==> src/rtl/onehot_decoder_seq_if.sv <==
// Command/status bundle for onehot_decoder_seq.
// Optional mask input is present when ONEHOT_DECODER_SEQ_MASK_EN is defined.
interface onehot_decoder_seq_if #(
    parameter int SEL_W = 2,
    parameter int DW_W  = 8
);
    localparam int OUT_W = 1 << SEL_W;

    logic             cmd_valid;
    logic             cmd_ready;
    logic [1:0]       cmd_mode;
    logic [SEL_W-1:0] cmd_sel;
    logic [DW_W-1:0]  cmd_dwell;
    logic             en;
    logic [OUT_W-1:0] out;
    logic [SEL_W-1:0] idx;
    logic             active;
    logic             done;

`ifdef ONEHOT_DECODER_SEQ_MASK_EN
    logic [OUT_W-1:0] mask;

    modport master (
        output cmd_valid, cmd_mode, cmd_sel, cmd_dwell, en, mask,
        input  cmd_ready, out, idx, active, done
    );
    modport slave (
        input  cmd_valid, cmd_mode, cmd_sel, cmd_dwell, en, mask,
        output cmd_ready, out, idx, active, done
    );
`else
    modport master (
        output cmd_valid, cmd_mode, cmd_sel, cmd_dwell, en,
        input  cmd_ready, out, idx, active, done
    );
    modport slave (
        input  cmd_valid, cmd_mode, cmd_sel, cmd_dwell, en,
        output cmd_ready, out, idx, active, done
    );
`endif
endinterface

==> src/rtl/onehot_decoder_seq.sv <==
// Registered one-hot decoder with HOLD / SCAN / SWEEP sequencing behind a valid/ready command.
// Define ONEHOT_DECODER_SEQ_MASK_EN to add a live skip-mask for SCAN/SWEEP stepping.
module onehot_decoder_seq #(
    parameter int SEL_W   = 2,
    parameter int DW_W    = 8,
    parameter int OUT_POL = 0
) (
    input  logic               clk,
    input  logic               rst_n,
    onehot_decoder_seq_if.slave bus
);
    localparam int OUT_W = 1 << SEL_W;
    localparam logic [OUT_W-1:0] OFF_PAT  = (OUT_POL != 0) ? {OUT_W{1'b1}} : {OUT_W{1'b0}};
    localparam logic [DW_W-1:0]  DW_ONE   = {{(DW_W-1){1'b0}}, 1'b1};
    localparam logic [1:0]       MODE_HOLD  = 2'b00;
    localparam logic [1:0]       MODE_SCAN  = 2'b01;
    localparam logic [1:0]       MODE_SWEEP = 2'b10;

    typedef enum logic [1:0] {
        ST_IDLE  = 2'b00,
        ST_HOLD  = 2'b01,
        ST_SCAN  = 2'b10,
        ST_SWEEP = 2'b11
    } state_t;

    state_t           state_r;
    logic [SEL_W-1:0] idx_r;
    logic [DW_W-1:0]  cnt_r;
    logic [DW_W-1:0]  dwell_r;
    logic [OUT_W-1:0] out_r;
    logic             active_r;
    logic             done_r;

    logic [OUT_W-1:0] mask_s;
    logic             accept_s;
    logic             dwell_end_s;
    logic [DW_W-1:0]  dwell_eff_s;
    logic [SEL_W:0]   scan_start_s;
    logic [SEL_W:0]   sweep_start_s;
    logic [SEL_W:0]   scan_step_s;
    logic [SEL_W:0]   sweep_step_s;

    // Returns {found, index}: lowest unmasked index above start (or at it when incl).
    function automatic logic [SEL_W:0] find_up(input logic [OUT_W-1:0] m,
                                               input logic [SEL_W-1:0] start,
                                               input logic incl);
        logic [SEL_W:0] r;
        r = '0;
        for (int i = OUT_W - 1; i >= 0; i--) begin
            if (!m[i] && ((i > int'(start)) || (incl && (i == int'(start))))) begin
                r = {1'b1, i[SEL_W-1:0]};
            end else begin
                r = r;
            end
        end
        return r;
    endfunction

    // Same search, but falls back to the lowest unmasked index (wrap-around).
    function automatic logic [SEL_W:0] find_wrap(input logic [OUT_W-1:0] m,
                                                 input logic [SEL_W-1:0] start,
                                                 input logic incl);
        logic [SEL_W:0] r;
        r = find_up(m, start, incl);
        if (!r[SEL_W]) begin
            for (int i = OUT_W - 1; i >= 0; i--) begin
                if (!m[i]) begin
                    r = {1'b1, i[SEL_W-1:0]};
                end else begin
                    r = r;
                end
            end
        end else begin
            r = r;
        end
        return r;
    endfunction

    function automatic logic [OUT_W-1:0] drive(input logic on, input logic [SEL_W-1:0] i);
        logic [OUT_W-1:0] v;
        v    = '0;
        v[i] = 1'b1;
        if (!on) begin
            v = OFF_PAT;
        end else if (OUT_POL != 0) begin
            v = ~v;
        end else begin
            v = v;
        end
        return v;
    endfunction

`ifdef ONEHOT_DECODER_SEQ_MASK_EN
    assign mask_s = bus.mask;
`else
    assign mask_s = {OUT_W{1'b0}};
`endif

    assign bus.cmd_ready = (state_r != ST_SWEEP);
    assign accept_s      = bus.cmd_valid && (state_r != ST_SWEEP);
    assign dwell_eff_s   = (bus.cmd_dwell == {DW_W{1'b0}}) ? DW_ONE : bus.cmd_dwell;
    assign dwell_end_s   = (cnt_r == (dwell_r - DW_ONE));
    assign scan_start_s  = find_wrap(mask_s, bus.cmd_sel, 1'b1);
    assign sweep_start_s = find_up(mask_s, bus.cmd_sel, 1'b1);
    assign scan_step_s   = find_wrap(mask_s, idx_r, 1'b0);
    assign sweep_step_s  = find_up(mask_s, idx_r, 1'b0);

    assign bus.out    = out_r;
    assign bus.idx    = idx_r;
    assign bus.active = active_r;
    assign bus.done   = done_r;

    // Sequencer FSM: command acceptance, dwell counting, stepping and registered outputs.
    always_ff @(posedge clk) begin
        if (!rst_n) begin
            state_r  <= ST_IDLE;
            idx_r    <= '0;
            cnt_r    <= '0;
            dwell_r  <= DW_ONE;
            out_r    <= OFF_PAT;
            active_r <= 1'b0;
            done_r   <= 1'b0;
        end else begin
            done_r <= 1'b0;
            if (accept_s) begin
                cnt_r   <= '0;
                dwell_r <= dwell_eff_s;
                case (bus.cmd_mode)
                    MODE_HOLD: begin
                        state_r  <= ST_HOLD;
                        idx_r    <= bus.cmd_sel;
                        active_r <= 1'b1;
                        out_r    <= drive(bus.en, bus.cmd_sel);
                    end
                    MODE_SCAN: begin
                        if (scan_start_s[SEL_W]) begin
                            state_r  <= ST_SCAN;
                            idx_r    <= scan_start_s[SEL_W-1:0];
                            active_r <= 1'b1;
                            out_r    <= drive(bus.en, scan_start_s[SEL_W-1:0]);
                        end else begin
                            state_r  <= ST_IDLE;
                            active_r <= 1'b0;
                            out_r    <= OFF_PAT;
                        end
                    end
                    MODE_SWEEP: begin
                        if (sweep_start_s[SEL_W]) begin
                            state_r  <= ST_SWEEP;
                            idx_r    <= sweep_start_s[SEL_W-1:0];
                            active_r <= 1'b1;
                            out_r    <= drive(bus.en, sweep_start_s[SEL_W-1:0]);
                        end else begin
                            // Nothing left to visit: the sweep is already complete.
                            state_r  <= ST_IDLE;
                            active_r <= 1'b0;
                            out_r    <= OFF_PAT;
                            done_r   <= 1'b1;
                        end
                    end
                    default: begin
                        state_r  <= ST_IDLE;
                        active_r <= 1'b0;
                        out_r    <= OFF_PAT;
                    end
                endcase
            end else begin
                case (state_r)
                    ST_HOLD: begin
                        out_r <= drive(bus.en, idx_r);
                    end
                    ST_SCAN: begin
                        if (!dwell_end_s) begin
                            cnt_r <= cnt_r + DW_ONE;
                            out_r <= drive(bus.en, idx_r);
                        end else if (scan_step_s[SEL_W]) begin
                            cnt_r <= '0;
                            idx_r <= scan_step_s[SEL_W-1:0];
                            out_r <= drive(bus.en, scan_step_s[SEL_W-1:0]);
                        end else begin
                            cnt_r    <= '0;
                            state_r  <= ST_IDLE;
                            active_r <= 1'b0;
                            out_r    <= OFF_PAT;
                        end
                    end
                    ST_SWEEP: begin
                        if (!dwell_end_s) begin
                            cnt_r <= cnt_r + DW_ONE;
                            out_r <= drive(bus.en, idx_r);
                        end else if (sweep_step_s[SEL_W]) begin
                            cnt_r <= '0;
                            idx_r <= sweep_step_s[SEL_W-1:0];
                            out_r <= drive(bus.en, sweep_step_s[SEL_W-1:0]);
                        end else begin
                            cnt_r    <= '0;
                            state_r  <= ST_IDLE;
                            active_r <= 1'b0;
                            out_r    <= OFF_PAT;
                            done_r   <= 1'b1;
                        end
                    end
                    default: begin
                        out_r <= OFF_PAT;
                    end
                endcase
            end
        end
    end
endmodule
==> src/flat_wrapper.sv <==
// flat-port wrapper written by rule: the top's interface ports become plain ports
module onehot_decoder_seq_flat 
#(
    parameter int SEL_W   = 2,
    parameter int DW_W    = 8,
    parameter int OUT_POL = 0
)
  (clk, rst_n, bus_cmd_valid, bus_cmd_mode, bus_cmd_sel, bus_cmd_dwell, bus_en, bus_cmd_ready, bus_out, bus_idx, bus_active, bus_done);
  onehot_decoder_seq_if #(.SEL_W(SEL_W), .DW_W(DW_W)) bus_i ();
  input  logic clk;
  input  logic rst_n;
  input wire logic [$bits(bus_i.cmd_valid)-1:0] bus_cmd_valid;
  input wire logic [$bits(bus_i.cmd_mode)-1:0] bus_cmd_mode;
  input wire logic [$bits(bus_i.cmd_sel)-1:0] bus_cmd_sel;
  input wire logic [$bits(bus_i.cmd_dwell)-1:0] bus_cmd_dwell;
  input wire logic [$bits(bus_i.en)-1:0] bus_en;
  output wire logic [$bits(bus_i.cmd_ready)-1:0] bus_cmd_ready;
  output wire logic [$bits(bus_i.out)-1:0] bus_out;
  output wire logic [$bits(bus_i.idx)-1:0] bus_idx;
  output wire logic [$bits(bus_i.active)-1:0] bus_active;
  output wire logic [$bits(bus_i.done)-1:0] bus_done;
  assign bus_i.cmd_valid = bus_cmd_valid;
  assign bus_i.cmd_mode = bus_cmd_mode;
  assign bus_i.cmd_sel = bus_cmd_sel;
  assign bus_i.cmd_dwell = bus_cmd_dwell;
  assign bus_i.en = bus_en;
  assign bus_cmd_ready = bus_i.cmd_ready;
  assign bus_out = bus_i.out;
  assign bus_idx = bus_i.idx;
  assign bus_active = bus_i.active;
  assign bus_done = bus_i.done;
  onehot_decoder_seq #(.SEL_W(SEL_W), .DW_W(DW_W), .OUT_POL(OUT_POL)) u_core (.clk(clk), .rst_n(rst_n), .bus(bus_i));
endmodule
==> config.mk <==
export PLATFORM = sky130hd
export DESIGN_NAME = onehot_decoder_seq_flat
export DESIGN_NICKNAME = d
export VERILOG_FILES = /design/src/rtl/onehot_decoder_seq_if.sv /design/src/rtl/onehot_decoder_seq.sv /design/src/flat_wrapper.sv
export SDC_FILE = /design/constraint.sdc
export NUM_CORES = 1
export LEC_CHECK = 0
export ABC_CLOCK_PERIOD_IN_PS = 3000
export CAP_MARGIN = 40
export CORE_MARGIN = 2
export CORE_UTILIZATION = 40
export DETAILED_ROUTE_END_ITERATION = 10
export DONT_BUFFER_PORTS = 1
export GPL_ROUTABILITY_DRIVEN = 1
export SLEW_MARGIN = 30
export SYNTH_ARGS = -nofsm -noshare
export SYNTH_HDL_FRONTEND = slang
export SYNTH_SLANG_ARGS = --single-unit
==> constraint.sdc <==
create_clock -name clk -period 3 [get_ports clk]
set_input_delay 0.3 -clock clk [delete_from_list [all_inputs] [get_ports clk]]
set_output_delay 0.3 -clock clk [all_outputs]
set_load 0.01 [all_outputs]
=== Word level (Yosys, flattened, before mapping) ===
Index checks and enable logic that the tools add are counted.

* Equality and inequality tests: 19
* Bitwise operators: 1
* Reduce and logical (&&, ||, !) cells: 18
* Mux-type cells: 71
* $add $sub $neg: 2
* Magnitude comparators: 18

{| class="wikitable"
|+ Operators by type and width
! cell !! number
|-
| $mux 4 || 13
|-
| $mux 2 || 16
|-
| $pmux 4 s3 || 2
|-
| $mux 3 || 7
|-
| $mux 1 || 19
|-
| $lt 2x3->1 const B || 6
|-
| $mux 8 || 2
|-
| $demux 1 s2 || 6
|-
| $ge 2x1->1 const B || 6
|-
| $ne 3x1->1 const B || 4
|-
| $pmux 2 s3 || 2
|-
| $add 8x1->8 const B || 1
|-
| $eq 8x8->1 || 1
|-
| $gt 2x2->1 const A || 4
|-
| $logic_not 8->1 || 1
|-
| $pmux 2 s2 || 2
|-
| $reduce_and 8->1 || 1
|-
| $sub 8x1->8 const B || 1
|-
| $logic_and 1x1->1 || 7
|-
| $eq 2x2->1 const B || 3
|-
| $ne 3x2->1 const B || 2
|-
| $ne 3x3->1 const B || 2
|-
| $reduce_and 5->1 || 1
|-
| $eq 2x1->1 const B || 2
|-
| 12 further kinds || 18
|}

* Register bits: 26
* Output and inout bits: 9

=== Logic depth before layout (Yosys ltp) ===
Gate-level depths: netlist (run 1).

* Depth in word-level cells: 15
* Gate-level depth with buffers: 9

=== Least setup slack after synthesis (run 1) ===
OpenSTA, ideal clock, no wires.

* Path type: flip-flop to flip-flop
* Start: reg u_core.dwell_r[0]
* End: reg u_core.out_r[0], in the netlist u_core.bus.out[0]
* Period minus slack after synthesis: 2289 ps
* Arrival: 2169 ps
* Setup time: 120 ps
* Cell stages (with the launch flop): 10
* Slack: 711 ps
* Path through: dfxtp_1 > inv_1 > ha_1 > or3b_1 > nor3_1 > xnor2_1 > nor4_2 > buf_6 > mux2i_1 > o31a_1

* Cells in the longest elaborated chain, start to end: 5

{| class="wikitable"
|+ RTL lines
! what !! RTL line !! source
|-
| from (decl) || onehot_decoder_seq.sv:29 || <nowiki>logic [DW_W-1:0] dwell_r;</nowiki>
|-
| from (signal assigned) || onehot_decoder_seq.sv:127 || <nowiki>dwell_r <= dwell_eff_s;</nowiki>
|-
| $sub 8x1->8 * || onehot_decoder_seq.sv:102 || <nowiki>assign dwell_end_s = (cnt_r == (dwell_r - DW_ONE));</nowiki>
|-
| $eq 8x8->1 * || onehot_decoder_seq.sv:102 ||
|-
| $mux 4, on equally long branches || onehot_decoder_seq.sv:188, onehot_decoder_seq.sv:173 ||
|-
| $pmux 4 s3 * || onehot_decoder_seq.sv:168 || <nowiki>case (state_r)</nowiki>
|-
| $mux 4 * || onehot_decoder_seq.sv:125 || <nowiki>if (accept_s) begin</nowiki>
|-
| to (signal assigned) || onehot_decoder_seq.sv:170 || <nowiki>out_r <= drive(bus.en, idx_r);</nowiki>
|-
| to (signal assigned) || onehot_decoder_seq.sv:190 || <nowiki>out_r <= drive(bus.en, idx_r);</nowiki>
|-
| to (signal assigned) || onehot_decoder_seq.sv:194 || <nowiki>out_r <= drive(bus.en, sweep_step_s[SEL_W-1:0]);</nowiki>
|-
| to (decl) || onehot_decoder_seq.sv:30 || <nowiki>logic [OUT_W-1:0] out_r;</nowiki>
|}

Mark *: on every way between the ends. The rest lies on a longest branch, timed or not.
A chain may end at the register's enable or synchronous reset.

=== Worst setup path in the final report (run 1) ===
* Start: reg u_core.dwell_r[0]
* End: reg u_core.out_r[2], in the netlist u_core.bus.out[2]

The elaborated chain is that of the path after synthesis.

==> results of run 1 <==
-- layer usage --
layer / vias to the layer above / track usage (%) / wire, µm
met5: - / 0 / 0
met1: 635 / 22.3 / 1810
li1: 738 / - / -
met3: 2 / 2.18 / 192
met4: 0 / 3.21 / 21
met2: 38 / 22.1 / 1460
-- logic make-up (layout without fill, tap and decap cells) --
logic type / count (synthesis) / count (layout) / share of synthesized area [%]
AO/OA/AOI/OAI: 48 / 48 / 19.4
multiplexers: 6 / 6 / 3.54
adder cells (fa/ha/maj): 13 / 13 / 9.39
flip-flops: 26 / 26 / 30.0
XOR/XNOR: 17 / 17 / 8.59
buffers and inverters: 20 / 15 / 4.84
AND/OR/NAND/NOR: 82 / 82 / 24.2
-- power breakdown --
group | switching, mW | leakage [nW] | internal (mW)
clock | 0.115 | 0.0357 | 0.178
sequential | 0.0226 | 0.212 | 0.357
combinational | 0.0589 | 0.456 | 0.0537
total | 0.197 | 0.703 | 0.590
-- cell type report --
cell class / count / area, µm² / area share, %
multi-input combinational: 166 / 1130 / 61.7
sequential: 26 / 520 / 28.5
tap: 50 / 62.6 / 3.42
clock buffer: 3 / 41.3 / 2.26
inverter: 9 / 33.8 / 1.85
clock inverter: 1 / 30.0 / 1.64
timing repair buffer: 2 / 12.5 / 0.684
-- worst paths after layout --
path / startpoint / endpoint / slack [ns]
hold reg to reg: u_core.dwell_r[1]$_SDFFE_PN0P_ / u_core.dwell_r[1]$_SDFFE_PN0P_ / 0.51
hold / removal: rst_n / u_core.dwell_r[0]$_SDFFE_PN1P_ / 0.11
setup reg to reg: u_core.dwell_r[0]$_SDFFE_PN1P_ / u_core.bus.out[2]$_SDFF_PN0_ / 0.63
setup / recovery: u_core.dwell_r[0]$_SDFFE_PN1P_ / u_core.bus.out[2]$_SDFF_PN0_ / 0.63
-- flip-flops by register name, summed over array words and instances (netlist names) --
signal             cells
u_core.state_r         2
u_core.bus.done        1
u_core.bus.active      1
u_core.bus.out         4
u_core.cnt_r           8
u_core.bus.idx         2
u_core.dwell_r         8
-- per-stage QoR --
step	hold WS [ns]	power [mW]
floorplan	0.445	0.483
global placement	0.406	0.501
detailed placement	0.396	0.501
CTS	0.106	0.796
global route	0.119	0.827
finish	0.115	0.787
-- cells in the mapped netlist, types with 5 or more instances --
library cell   n  area share [%]
dfxtp_1       26              30
nor2_1        13             2.8
o21ai_0       12             3.5
and3_1         6             2.2
inv_1          9             1.9
nor4_1         5             1.8
clkbuf_1       9             1.9
a21boi_0      10             4.3
ha_1          13             9.4
nand2_1       34             7.4
mux2i_1        5             2.9
xnor2_1        8             4.0
a21oi_1        5             1.4
xor2_1         9             4.5
==> impl_metrics.py, run 1 <==
metrics = {
    "place": {
        "numPortBuffers": 0,
        "dp_hpwl_um": 2600,
        "place.gp.congestion": 0.821,
        "dp.cells": 252,
        "dpl_cell_area_um2": 1750,
        "dp_slack_ns": 0.612,
    },
    "sta": {
        "hold_viol_final": 0,
        "max_freq_ghz": 0.421,
        "finalSetupTns_ns": 0,
        "period_share_pct": 79.1,
        "drv_slew": 0,
        "min_period_ns": 2.37,
        "final-setup-viol-count": 0,
        "rsz0062_at_grt": "false",
        "slew_headroom_pct": 57.3,
        "finClkSkew_ns": 0.00215,
        "worstMarginPinSlew_ns": 0.640,
        "setup_slack_ns": 0.626,
    },
    "global_route": {
        "grt_pass1_wl_um": 6070,
        "grt_max_degree": 24,
        "antenna_found_initial": 0,
        "overflow": 0,
        "track_usage_pct": 14.8,
        "grt_pass1_vias": 1339,
    },
    "setup_path": {
        "path_depth": 9,
        "endpoint_kind": "flip-flop",
        "crit_arrival_ns": 2.58,
        "critPathMaxStageDelay_ns": 0.38,
        "rr_worst_depth": 9,
        "cp-start-kind": "flip-flop",
        "critPathKind": "reg -> reg",
        "cp_max_fo": 13,
        "crit_slowest_cell": "or3b_1",
        "path_cells": "inv_1, ha_1, or3b_1, nor3_1, xnor2_1, nor4_2, buf_4, mux2_2, o21ai_0",
        "critical-path-top-delay-family": "simple AND/OR/NAND/NOR gates",
        "cp_num_buf_inv": 2,
        "cp.required_ns": 3.21,
    },
    "detailed_routing": {
        "dr.pass1.iters": 4,
        "wl_per_cell_um": 13.6,
        "postRouteAntennaNets": 0,
        "drc_errors": 0,
        "viasPerCell": 5.50,
        "finalWirelength_um": 3490,
        "dr_total_vias": 1413,
        "drt-initial-drc-count": 52,
    },
    "clocking": {
        "cts_tree": "done",
        "clkSlewWorstSetupHoldPaths_ns": 0.10,
        "clock-root-buffer": "clkbuf_8",
        "hold_buffers": 0,
        "clockBufferDepth": 2,
        "post_cts_resized": 0,
        "cts_buffers": 3,
        "clk_latency_ns": 0.27,
        "h-tree-depth": 1,
        "cts_sinks": 26,
        "post_cts_buffers": 0,
    },
    "yosys": {
        "ys_warn_count": 0,
        "synth_edf_count": 0,
        "synthesis.area_um2": 1730,
        "async_flop_share_pct": 0,
        "ys_seq_elements": 26,
        "synthFlopType": "dfxtp_1",
        "synth_nets": 241,
        "synth.distinct_cells": 49,
        "syn_area_per_cell_um2": 8.17,
        "synth-seq-area-share_pct": 30.0,
        "netlist_instances": 212,
    },
    "layout": {
        "fillers": 433,
        "design_area_um2": 1830,
        "nNetsFinal": 237,
        "final_cells": 257,
        "area_growth_pct": 5.56,
        "mostFrequentLayoutCells": "nand2_1, dfxtp_1, nor2_1, ha_1, o21ai_0",
        "finalCoreUtilization_pct": 44.8,
        "diodes": 0,
        "mostFrequentLayoutCell": "nand2_1",
        "drive_above_1_share_pct": 6.28,
    },
    "power": {
        "power_per_cell_area_nw_per_um2": 430,
        "p_leak_nw": 0.703,
        "peakVddDrop_uv": 194,
    },
    "floorplanning": {
        "core_area_um2": 4090,
        "start_util_pct": 42.4,
        "die_w_um": 69.8,
        "num_rows": 23,
        "io_pins": 25,
        "die_h_um": 69.8,
        "die_area_um2": 4870,
    },
    "hold_path": {
        "hold_depth": 1,
        "holdCritPathClass": "in -> reg",
    },
    "outcome": {
        "outcome": "finished clean",
    },
    "run": {
        "drv_cap": 0,
    },
}
No activity file was read; power rests on OpenSTA's default activity.
==> inputs of run 2 (changes only) <==
--- a/config.mk
+++ b/config.mk
@@ -5,7 +5,8 @@
 export SDC_FILE = /design/constraint.sdc
 export NUM_CORES = 1
 export LEC_CHECK = 0
-export ABC_CLOCK_PERIOD_IN_PS = 3000
+export ABC_AREA = 1
+export ABC_CLOCK_PERIOD_IN_PS = 2300
 export CAP_MARGIN = 40
 export CORE_MARGIN = 2
 export CORE_UTILIZATION = 40
==> constraint.sdc (replaced) <==
create_clock -name clk -period 2.3 [get_ports clk]
set_input_delay 0.23 -clock clk [delete_from_list [all_inputs] [get_ports clk]]
set_output_delay 0.23 -clock clk [all_outputs]
set_load 0.01 [all_outputs]
==> run 2 against run 1 <==
Sequential share of layout area down 1.4 points. Clock power up 31%. Fmax up 15%. Global-route usage up 2.2 points. Largest cell class unchanged.
==> impl_metrics.py, run 2 <==
metrics = {
    "outcome": {
        "outcome": "finished clean",
    },
    "sta": {
        "period_share_pct": 90.1,
        "min_period_ns": 2.07,
        "worstMarginPinSlew_ns": 0.354,
        "hold_viol_final": 0,
        "whs_ns": 0.0741,
        "setup_slack_ns": 0.228,
        "finClkSkew_ns": 0.00975,
        "finalSetupTns_ns": 0,
        "drv_slew": 0,
        "rsz0062_at_grt": "false",
        "max_freq_ghz": 0.483,
        "slew_headroom_pct": 76.3,
        "final-setup-viol-count": 0,
    },
    "detailed_routing": {
        "dr.pass1.iters": 4,
        "dr_total_vias": 1644,
        "wl_per_cell_um": 12.4,
        "drc_errors": 0,
        "drt-initial-drc-count": 38,
        "postRouteAntennaNets": 0,
        "finalWirelength_um": 4030,
        "viasPerCell": 5.07,
    },
    "hold_path": {
        "holdCritPathClass": "in -> reg",
        "hold_depth": 2,
        "hold_end": "u_core.bus.idx[0]$_SDFFE_PN0P_",
        "hold_start": "rst_n",
    },
    "clocking": {
        "clk_latency_ns": 0.27,
        "post_cts_buffers": 0,
        "cts_sinks": 26,
        "post_cts_resized": 0,
        "clock-root-buffer": "clkbuf_8",
        "h-tree-depth": 1,
        "hold_buffers": 0,
        "clkSlewWorstSetupHoldPaths_ns": 0.10,
        "cts_tree": "done",
        "cts_buffers": 3,
        "clockBufferDepth": 2,
    },
    "floorplanning": {
        "num_rows": 24,
        "start_util_pct": 41.0,
        "die_w_um": 70.3,
        "io_pins": 25,
        "core_area_um2": 4290,
        "die_area_um2": 4950,
        "die_h_um": 70.3,
    },
    "setup_path": {
        "path_cells": "inv_1, ha_1, nand2_1, nor2_1, o21ai_0, nand2_1, nand2_1, nor2_4, nand2_4, inv_2, nand2_2, a21oi_4, o21ai_1, nand2_1, nor2_1",
        "critPathKind": "reg -> reg",
        "cp.required_ns": 2.47,
        "rr_worst_depth": 15,
        "r2r-end": "u_core.bus.idx[1]$_SDFFE_PN0P_",
        "crit_arrival_ns": 2.24,
        "r2r_slack_ns": 0.23,
        "crit_slowest_cell": "dfxtp_1",
        "r2r_start": "u_core.dwell_r[0]$_SDFFE_PN1P_",
        "critPathMaxStageDelay_ns": 0.35,
        "crit_top_cell": "nand2_1",
        "cp_max_fo": 7,
        "endpoint_kind": "flip-flop",
        "cp-start-kind": "flip-flop",
    },
    "layout": {
        "design_area_um2": 1920,
        "area_growth_pct": 9.31,
        "fillers": 468,
        "nNetsFinal": 302,
        "mostFrequentLayoutCells": "nand2_1, nand3_1, nor2_1",
        "mostFrequentLayoutCell": "nand2_1",
        "diodes": 0,
        "seq_area_um2": 520,
        "drive_above_1_share_pct": 7.35,
        "multiInputGateArea_um2": 1090,
    },
    "yosys": {
        "synth.area.top_cells": "dfxtp_1, nand2_1, nand3_1, ha_1, nor2_1",
        "synth_edf_count": 0,
        "synthTopCellsByCount": "nand2_1, nand3_1, nor2_1",
        "synth.distinct_cells": 29,
        "synthesis.area_um2": 1760,
        "async_flop_share_pct": 0,
        "ys_seq_elements": 26,
        "synth-seq-area-share_pct": 29.6,
        "syn_area_per_cell_um2": 6.67,
        "yosys.area.top_type_share_pct": 29.6,
        "netlist_instances": 264,
        "ys_warn_count": 0,
        "yosys.area.top_type": "dfxtp_1",
        "synth_nets": 293,
        "synth_most_common_cell": "nand2_1",
        "synthFlopType": "dfxtp_1",
    },
    "place": {
        "numPortBuffers": 0,
        "place.gp.congestion": 0.867,
        "dp_hpwl_um": 3240,
        "dpl_cell_area_um2": 1850,
        "dp_slack_ns": 0.198,
    },
    "global_route": {
        "grt_pass1_vias": 1578,
        "grt_pass1_wl_um": 6820,
        "overflow": 0,
        "antenna_found_initial": 0,
        "track_usage_pct": 17.0,
        "grt_max_degree": 16,
    },
    "power": {
        "p_total_mw": 1.11,
        "power_per_cell_area_nw_per_um2": 579,
        "p_leak_nw": 0.861,
        "peakVddDrop_uv": 219,
    },
    "run": {
        "drv_cap": 0,
    },
}
## run 2: cell count changes in the layout (fill, tap and decap cells not counted), sizes merged, moves of 4 or more
cell    delta
nand3     +35
nand2     +29
inv       +25
nor2      +25
a21boi    -10
and3       -6
a21oi      +5
mux2i      -5
nor4       -5
a21o       -4
buf        +4
xnor2      -4
## run 2: cell families after synthesis
logic type,Yosys count,synth area share (%)
adder cells (fa/ha/maj),13,9.24
AND/OR/NAND/NOR,149,38.0
flip-flops,26,29.6
XOR/XNOR,10,4.97
AO/OA/AOI/OAI,29,9.81
buffers and inverters,37,8.46
## run 2: where the power goes
part / internal, mW / total [mW] / switching [mW]
sequential: 0.469 / 0.494 / 0.0250
combinational: 0.0874 / 0.236 / 0.149
clock: 0.233 / 0.384 / 0.151
## run 2: worst max path at each step
stage	start	end	slack (ns)	depth (start not counted)
6_report	u_core.dwell_r[0]$_SDFFE_PN1P_	u_core.bus.idx[1]$_SDFFE_PN0P_	0.23	15
3_3_place_gp	u_core.dwell_r[0]$_SDFFE_PN1P_	u_core.bus.idx[0]$_SDFFE_PN0P_	0.29	16
4_1_cts	u_core.dwell_r[0]$_SDFFE_PN1P_	u_core.bus.idx[1]$_SDFFE_PN0P_	0.16	16
5_1_grt	u_core.dwell_r[0]$_SDFFE_PN1P_	u_core.bus.idx[1]$_SDFFE_PN0P_	0.03	15
3_5_place_dp	u_core.dwell_r[0]$_SDFFE_PN1P_	u_core.bus.idx[1]$_SDFFE_PN0P_	0.20	16
2_1_floorplan	u_core.dwell_r[0]$_SDFFE_PN1P_	u_core.bus.idx[1]$_SDFFE_PN0P_	0.42	16
## run 2: layer usage
| layer | wire length [µm] | global-route usage (%) |
|---|---|---|
| met5 | 0 | 0 |
| met4 | 32 | 5.13 |
| met3 | 121 | 3.61 |
| met2 | 2010 | 30.3 |
| met1 | 1870 | 20.2 |
## run 2: area by class of cell
cell class	count	share of cell area, %
clock buffers	3	2.15
well taps	52	3.38
repair buffers	6	2.34
inverters	35	6.83
flip-flops and latches	26	27.0
multi-input cells	201	56.7
clock inverters	1	1.56
## run 2: per-stage QoR
stage | util [%] | instances
final | 44.8 | 324
after global routing | 44.8 | 324
after CTS | 44.6 | 323
after detailed placement | 43.0 | 319
after global placement | 43.0 | 319
after floorplan | - | 264
## run 2: worst max-delay path, delay by kind of cell (launching register included)
kind	cells	cell delay, ns
DFF	1	0.35
AOI/OAI and AO/OA	3	0.32
and+or+nand+nor	9	0.81
buffers and inverters	2	0.23
adders and majority gates	1	0.25
==> inputs of run 3 (changes only) <==
--- a/config.mk
+++ b/config.mk
@@ -8,7 +8,7 @@
 export ABC_AREA = 1
 export ABC_CLOCK_PERIOD_IN_PS = 2300
 export CAP_MARGIN = 40
-export CORE_MARGIN = 2
+export CORE_MARGIN = 5
 export CORE_UTILIZATION = 40
 export DETAILED_ROUTE_END_ITERATION = 10
 export DONT_BUFFER_PORTS = 1
==> run 3 against run 2 <==
Flip-flop and latch count did not move. Largest power group unchanged. Register-to-register slack improved by 0.06 ns. Clock skew decreased by 0.0044 ns. First-iteration DRC count grew 34%. Total power is 7.0% lower. Critical endpoint unchanged. Cell count decreased by 0.31%. Final area fell by 1.2%. Hold slack got worse by 0.015 ns. Critical path type unchanged.
==> impl_metrics.py, run 3 (synthesized netlist as in run 2, its figures left out) <==
metrics = {
    "outcome": {
        "outcome": "finished clean",
    },
    "layout": {
        "design_area_um2": 1900,
        "mostFrequentLayoutCells": "nand2_1, nand3_1, nor2_1",
        "area_growth_pct": 7.96,
        "drive_above_1_share_pct": 7.01,
        "fillers": 490,
        "diodes": 0,
        "mostFrequentLayoutCell": "nand2_1",
        "nNetsFinal": 301,
        "finalCoreUtilization_pct": 44.0,
    },
    "sta": {
        "max_freq_ghz": 0.498,
        "finClkSkew_ns": 0.00535,
        "slew_headroom_pct": 74.2,
        "hold_viol_final": 0,
        "period_share_pct": 87.3,
        "drv_slew": 0,
        "whs_ns": 0.0588,
        "rsz0062_at_grt": "false",
        "min_period_ns": 2.01,
        "final-setup-viol-count": 0,
        "finalSetupTns_ns": 0,
        "worstMarginPinSlew_ns": 0.385,
    },
    "power": {
        "p_total_mw": 1.04,
        "power_per_cell_area_nw_per_um2": 545,
        "swShare_pct": 31.6,
        "clockPowerShare_pct": 29.5,
        "p_int_uw": 709,
        "p_leak_nw": 0.849,
        "p_comb_share_pct": 22.8,
        "power_switching_uw": 327,
        "pwr-share-seq_pct": 47.7,
        "peakVddDrop_uv": 304,
    },
    "hold_path": {
        "holdCritPathClass": "in -> reg",
    },
    "clocking": {
        "cts_buffers": 3,
        "h-tree-depth": 1,
        "clkSlewWorstSetupHoldPaths_ns": 0.10,
        "hold_buffers": 0,
        "clk_latency_ns": 0.27,
        "clock-root-buffer": "clkbuf_8",
        "cts_sinks": 26,
        "cts_tree": "done",
        "clockBufferDepth": 2,
        "post_cts_resized": 0,
    },
    "setup_path": {
        "cp_max_fo": 7,
        "critPathKind": "reg -> reg",
        "cp-start-kind": "flip-flop",
        "cp.required_ns": 2.48,
        "crit_arrival_ns": 2.19,
        "endpoint_kind": "flip-flop",
    },
    "place": {
        "numPortBuffers": 0,
        "dpl_cell_area_um2": 1840,
        "place.gp.congestion": 0.882,
        "dp_hpwl_um": 3300,
    },
    "detailed_routing": {
        "drc_errors": 0,
        "dr.pass1.iters": 4,
        "wl_per_cell_um": 12.6,
        "viasPerCell": 5.05,
        "finalWirelength_um": 4080,
        "dr_total_vias": 1632,
        "drt-initial-drc-count": 51,
        "postRouteAntennaNets": 0,
    },
    "floorplanning": {
        "die_h_um": 76.3,
        "io_pins": 25,
        "core_area_um2": 4320,
        "start_util_pct": 40.7,
        "die_w_um": 76.3,
        "die_area_um2": 5830,
        "num_rows": 24,
    },
    "global_route": {
        "antenna_found_initial": 0,
        "grt_max_degree": 15,
        "grt_pass1_vias": 1574,
        "grt_pass1_wl_um": 7050,
        "overflow": 0,
        "track_usage_pct": 14.4,
    },
    "run": {
        "drv_cap": 0,
    },
}
run 3: cell types whose count changed in the layout (fill, tap and decap cells not counted):
cell | before | now
buf_4 | 6 | 5
bufinv_16 | 1 | 0
clkbuf_8 | 3 | 4
run 3: final timing paths:
path	start	to	slack, ns	depth (start not counted)
worst min register to register	u_core.dwell_r[7]$_SDFFE_PN0P_	u_core.dwell_r[7]$_SDFFE_PN0P_	0.52	2
worst max-delay path	u_core.dwell_r[0]$_SDFFE_PN1P_	u_core.bus.idx[1]$_SDFFE_PN0P_	0.29	15
worst min-delay path	rst_n	u_core.bus.idx[1]$_SDFFE_PN0P_	0.06	2
worst max register to register	u_core.dwell_r[0]$_SDFFE_PN1P_	u_core.bus.idx[1]$_SDFFE_PN0P_	0.29	15
run 3: critical path, stage by stage, from the launching register on:
cell and delay [ns]:
dfxtp_1 0.35, inv_1 0.15, ha_1 0.25, nand3_1 0.10
nand2_1 0.08, nand2_1 0.05, nand2_1 0.05, nand2_1 0.07
nor2_4 0.20, nand2_4 0.11, inv_2 0.08, nand2_2 0.07
a21oi_4 0.17, o21ai_1 0.08, nand2_1 0.06, nor2_1 0.03
run 3: metal layers:
metal / share of wire [%] / wire [µm] / GRT usage, % / up-vias
met5: 0 / 0 / 0 / -
met4: 1.2 / 48 / 3.85 / 0
met3: 4.1 / 168 / 4.26 / 4
met2: 49 / 2020 / 25.2 / 28
met1: 45 / 1840 / 16.9 / 732
li1: - / - / - / 868
run 3: stage by stage:
stage	setup WS, ns	instances
6_report	0.291	323
5_1_grt	0.0783	323
4_1_cts	0.209	322
3_5_place_dp	0.221	318
3_3_place_gp	0.290	318
2_1_floorplan	0.421	264
run 3: final cells by class:
| type | instances | area (µm²) | share of cell area, % |
|---|---|---|---|
| Tap cell | 52 | 65.1 | 3.42 |
| Sequential cell | 26 | 520 | 27.4 |
| Timing Repair Buffer | 5 | 37.5 | 1.97 |
| Inverter | 35 | 131 | 6.91 |
| Multi-Input combinational cell | 201 | 1090 | 57.4 |
| Clock buffer | 4 | 55.1 | 2.90 |
run 3: power groups by stage:
stage	clock network, mW	registers [mW]	logic (mW)
after global placement	0	0.505	0.231
after detailed placement	0	0.505	0.231
final	0.306	0.495	0.236
after global routing	0.337	0.499	0.271
after CTS	0.318	0.495	0.232
after floorplan	0	0.499	0.187
run 3: repair_timing:
item,in CTS,in global routing
endpoints found under the hold margin,0,0
buffers inserted,0,1
endpoints found under the setup margin,0,6
